**src/rtl/demux2_reg.sv**
```systemverilog
// ============================================================================
// Module   : demux2_reg
// Purpose  : 1-to-2 demultiplexer with a registered valid/ready slot per output.
//            Optional macro DEMUX2_REG_COUNT_EN adds per-output 16-bit transfer counters.
// Revision : 1.0 - initial release
// ============================================================================
`default_nettype none

`ifndef WORD
`define WORD 64
`endif

module demux2_reg #(
  parameter int SIZE = `WORD
) (
  input  logic            clk,
  input  logic            rst_n,
  input  logic            in_valid,
  input  logic            in_sel,
  input  logic [SIZE-1:0] in_data,
  output logic            in_ready,
  output logic            out0_valid,
  output logic [SIZE-1:0] out0_data,
  input  logic            out0_ready,
  output logic            out1_valid,
  output logic [SIZE-1:0] out1_data,
  input  logic            out1_ready
`ifdef DEMUX2_REG_COUNT_EN
  ,
  output logic [15:0]     cnt0,
  output logic [15:0]     cnt1
`endif
);

  logic [1:0]      w_valid;
  logic [1:0]      w_out_ready;
  logic [1:0]      w_pop;
  logic [1:0]      w_load;
  logic [SIZE-1:0] w_data [2];
  logic            w_push;

  assign w_out_ready = {out1_ready, out0_ready};

  // Ready depends only on the selected slot, never on in_valid.
  assign in_ready = ~w_valid[in_sel] | w_out_ready[in_sel];
  assign w_push   = in_valid & in_ready;

  generate
    for (genvar k = 0; k < 2; k++) begin : g_slot
      logic            r_v;
      logic [SIZE-1:0] r_d;

      assign w_pop[k]  = r_v & w_out_ready[k];
      assign w_load[k] = w_push & (in_sel == 1'(k));

      always_ff @(posedge clk or negedge rst_n) begin
        if (!rst_n) begin
          r_v <= 1'b0;
          r_d <= '0;
        end else if (w_load[k]) begin
          r_v <= 1'b1;
          r_d <= in_data;
        end else if (w_pop[k]) begin
          r_v <= 1'b0;
        end
      end

      assign w_valid[k] = r_v;
      assign w_data[k]  = r_d;
    end
  endgenerate

  assign out0_valid = w_valid[0];
  assign out1_valid = w_valid[1];
  assign out0_data  = w_data[0];
  assign out1_data  = w_data[1];

`ifdef DEMUX2_REG_COUNT_EN
  logic [15:0] w_cnt [2];

  generate
    for (genvar k = 0; k < 2; k++) begin : g_cnt
      logic [15:0] r_cnt;

      always_ff @(posedge clk or negedge rst_n) begin
        if (!rst_n) begin
          r_cnt <= '0;
        end else if (w_pop[k]) begin
          r_cnt <= r_cnt + 16'd1;
        end
      end

      assign w_cnt[k] = r_cnt;
    end
  endgenerate

  assign cnt0 = w_cnt[0];
  assign cnt1 = w_cnt[1];
`endif

endmodule

`default_nettype wire

```
**config.mk**
```make
export PLATFORM = sky130hd
export DESIGN_NAME = demux2_reg
export DESIGN_NICKNAME = d
export VERILOG_FILES = /design/src/rtl/demux2_reg.sv
export SDC_FILE = /design/constraint.sdc
export NUM_CORES = 1
export LEC_CHECK = 0
export ABC_AREA = 1
export CAP_MARGIN = 20
export CORE_MARGIN = 5
export CORE_UTILIZATION = 48
export DETAILED_ROUTE_END_ITERATION = 16
export GPL_ROUTABILITY_DRIVEN = 0
export PLACE_DENSITY = 0.95
export SLEW_MARGIN = 40
export SYNTH_ARGS = -nofsm -noshare
export SYNTH_HDL_FRONTEND = slang
export SYNTH_SLANG_ARGS = --single-unit
```
**constraint.sdc**
```tcl
create_clock -name clk -period 1.9 [get_ports clk]
set_clock_uncertainty 0.2 [all_clocks]
set_input_delay 0.38 -clock clk [delete_from_list [all_inputs] [get_ports clk]]
set_output_delay 0.38 -clock clk [all_outputs]
set_load 0.01 [all_outputs]
```
After elaboration in Yosys (flattened, before gate mapping)
Cells that the tools add are included.
- word-level logic and storage cells: 23
- output and inout port bits: 131
- flip-flop bits (word level): 130
- bits of input ports: 70
- reduce and logical (&&, ||, !) cells: 2
- mux-type cells: 8
- bitwise gates (word level): 8
- magnitude comparators: 1
- operators with widths (kind ; count):
    1-bit 2-to-1 mux ; 8
    1-bit bitwise AND ; 5
    2-bit nonzero test ; 2
    1-bit by 2-bit < comparator with 1-bit output (second input constant) ; 1
    1-bit NOT ; 2
    1-bit bitwise OR ; 1

Logic depth before layout (Yosys ltp)
- word-level depth: 7
- depth in mapped cells: 7
- gate-level depth less buffers: 5

Worst setup path before layout
No wires, ideal clock.
- path type: flip-flop to output port
- from: register g_slot[0].r_v, in the netlist out0_valid
- to: output port in_ready
- cell stages (with the launch flop): 5
- setup slack: 361 ps
- data arrival time: 959 ps
- path buffers: 1
- path through: dfrtp_1 nand2_1 clkbuf_1 nand2_1 nand2_1
- longest elaborated chain between the ends: 4
- RTL lines (what ; RTL line ; source):
    start: declaration ; 50 ; logic r_v;
    start signal: assignment ; 58 ; r_v <= 1'b0;
    start signal: assignment ; 61 ; r_v <= 1'b1;
    start signal: assignment ; 64 ; r_v <= 1'b0;
    1-bit 2-to-1 mux (implied by the code) (2 in a row) ; 45 ; assign in_ready = ~w_valid[in_sel] | w_out_ready[in_sel];
    1-bit NOT ; 45 ;
    1-bit bitwise OR ; 45 ;
    end: declaration ; 21 ; output logic in_ready,
Every way passes these cells. The select of a mux whose other input is x is not followed.

Worst setup path after layout
Same ends and word-level chain as after synthesis.

==> flow_summary.json <==
{
  "synth_cell_types": 10,
  "root_buffer": "clkbuf_8",
  "period_share": 0.958,
  "design_area_sq_mm": 0.00795,
  "netlist_instances": 582,
  "antenna_found_initial": 1,
  "grt_max_degree": 74,
  "synth.area.top_cells": "dfrtp_1 61%, nand2_1 18%, nand4_1 15%",
  "p_seq_frac": 0.399,
  "synth_compound_area_frac": 0,
  "via_per_inst": 5.84,
  "grt_pass1_vias": 5392,
  "die_width_microns": 116,
  "synth_top_area_frac": 0.606,
  "m1WireLength_microns": 6230,
  "synth_simple_gate_area_share": 0.335,
  "grt_usage": 0.266,
  "register_area_sq_mm": 0.00325,
  "ys_seq_elements": 130,
  "worst-path-max-fanout": 2,
  "synthMuxAreaShare": 0,
  "htreeDepth": 4,
  "area_growth_syn_to_layout_pct": 48.3,
  "max_cap_viol_count": 0,
  "ant_nets": 0,
  "overflow": 0,
  "reg2reg_setup_slack_ns": 0.10,
  "yosysWarnings": 0,
  "die_area_sq_mm": 0.0134,
  "row_count": 38,
  "placed_cells": 885,
  "synth_top_cell_by_area": "dfrtp_1",
  "drtIter0Drc": 610,
  "max-slew-margin-rel": 0.541,
  "clkTransAtPathRegs_ns": 0.06,
  "clock_path_buffers": 2,
  "synthesis.nets": 652,
  "nets": 835,
  "r2r_cells": 6,
  "critical_path_class": "flop to output pin",
  "initial_utilization": 0.493,
  "synth_top_family_by_area": "simple AND/OR/NAND/NOR gates",
  "worstHoldPathType": "input pin to flop",
  "dieHeight_microns": 116,
  "fillers": 768,
  "wl_microns": 17600,
  "comb_power_share": 0.206,
  "dpl-instance-area_sq_mm": 0.00749,
  "r2r_start": "out0_valid",
  "io_buffers": 200,
  "num_vias": 5368,
  "clkPwrFrac": 0.394,
  "holdPathEnd": "out0_data[59]",
  "critPathLaunchType": "flop",
  "synth_area_sq_mm": 0.00536,
  "arrival_ns": 1.24,
  "dp_hpwl_microns": 11600,
  "multiInputGateArea_sq_mm": 0.00182,
  "max_slew.worst_pin.slew_ns": 0.688,
  "dr.pass1.iters": 5,
  "drive_gt1_frac": 0.0720,
  "numCtsBuffers": 17,
  "vdd_drop_max_uv": 595,
  "setup_violations": 0,
  "p_per_area_mw_per_mm2": 1090,
  "wire_per_inst_microns": 19.1,
  "p_sw_mw": 2.42,
  "drcViolationCount": 0,
  "p_leak_nw": 4.23,
  "worst_setup_path_end_kind": "output pin",
  "core_sq_mm": 0.0109,
  "highest_layer": "met4",
  "synth_area_per_cell_sq_um": 9.22,
  "cp.required_ns": 1.32,
  "route.met3.wl_microns": 1820,
  "instances_no_fill": 919,
  "cts_tree": "built",
  "switching_share": 0.279,
  "synth-xor-area-share": 0,
  "fmax_mhz": 550,
  "ioPinCount": 201,
  "clock_latency_ns": 0.51,
  "hold_depth": 3,
  "status": "finished, final reports clean",
  "hold_path.startpoint": "in_valid",
  "r2r_end": "out0_data[9]",
  "clock_sinks": 130,
  "finalMaxSlewViolations": 0,
  "wl_met2_microns": 8740,
  "finalCriticalPeriod_ns": 1.82,
  "p_int_mw": 6.26,
  "grt_pass1_wl_microns": 27600,
  "hold_viol_final": 0,
  "synth_fa_ha_area_frac": 0,
  "ys_seq_area_frac": 0.606
}
## through the flow
step,total power [mW],hold slack (ns),TNS [ns],utilization,setup slack (ns)
2_1_floorplan,4.24,-0.116,0,-,0.361
4_1_cts,8.72,0.0275,0,0.730,0.0230
6_report,8.68,0.0455,0,0.730,0.0807
5_1_grt,9.08,0.0491,-0.00605,0.730,-0.00605
3_3_place_gp,5.53,0.205,-35.35,0.688,-0.362
3_5_place_dp,5.61,0.213,-37.47,0.688,-0.349
## final cells by class
type / count / share of cell area
antenna: 1 / 0.000315
multi-input combinational: 393 / 0.228
sequential: 130 / 0.409
tap: 140 / 0.0220
inverter: 3 / 0.00142
clock inverter: 10 / 0.0230
timing repair buffer: 220 / 0.261
clock buffer: 22 / 0.0544
## sequential cells by signal (all words and copies together) (netlist names)
signal	flops
out0_data	64
out1_valid	1
out1_data	64
out0_valid	1
## cell usage in the layout (no fill, tap or decap)
cell             synthesis  final
buf_12                   0      8
buf_2                   37      1
buf_4                   12     14
bufinv_16                0      5
clkbuf_1                 5      5
clkbuf_16                0     16
clkbuf_8                 0      1
clkdlybuf4s50_1          0     66
clkinv_2                 0      2
clkinvlp_4               0      3
dfrtp_1                130    130
diode_2                  0      1
dlygate4sd2_1            0    130
dlygate4sd3_1            0      1
inv_1                    2      2
inv_2                    1      1
nand2_1                263    260
nand2_2                  0      3
nand3_2                  0      2
nand4_1                128    128
## worst max-delay path by stage
stage	start	to	slack, ns	cells after the start
floorplan	out0_valid	in_ready	0.36	4
global placement	out0_ready	in_ready	-0.36	6
detailed placement	out0_ready	out0_data[6]	-0.35	8
CTS	out0_valid	in_ready	0.02	4
global route	out0_valid	out0_data[9]	-0.006	6
finish	out0_valid	in_ready	0.08	4
## cell usage after synthesis
| library cell | number |
|---|---|
| nand2_1 | 263 |
| dfrtp_1 | 130 |
| nand4_1 | 128 |
| buf_2 | 37 |
| buf_4 | 12 |
| clkbuf_1 | 5 |
| buf_1 | 2 |
| inv_1 | 2 |
| nand3_1 | 2 |
| inv_2 | 1 |
## power by group through the flow
stage | logic, mW | registers, mW | clock network, mW
global placement | 2.02 | 3.50 | 0
floorplan | 0.551 | 3.69 | 0
detailed placement | 2.10 | 3.51 | 0
finish | 1.79 | 3.47 | 3.42
CTS | 1.81 | 3.46 | 3.45
global route | 1.95 | 3.52 | 3.61
## layer usage
metal,vias to the layer above,track usage
met5,-,0
met4,0,0.142
met3,75,0.0836
met2,361,0.436
met1,2583,0.315
li1,2349,-
## kinds of logic after synthesis
family / count (synthesis)
simple gates: 393
flops: 130
buf+inv: 59
## worst max-delay path: stages, from the launching register on
cell and delay (ns):
dfrtp_1 0.38, nand2_2 0.08, nand2_2 0.06, nand2_1 0.07
buf_4 0.12
## repair_timing
item | 4_1_cts | 5_1_grt
gates resized for setup | 134 | 2
hold buffers | 1 | 0
hold endpoints to repair | 130 | 0
setup endpoints to repair | 131 | 1
setup buffers | 0 | 0
Note: power is estimated with default switching activity, not from simulation.
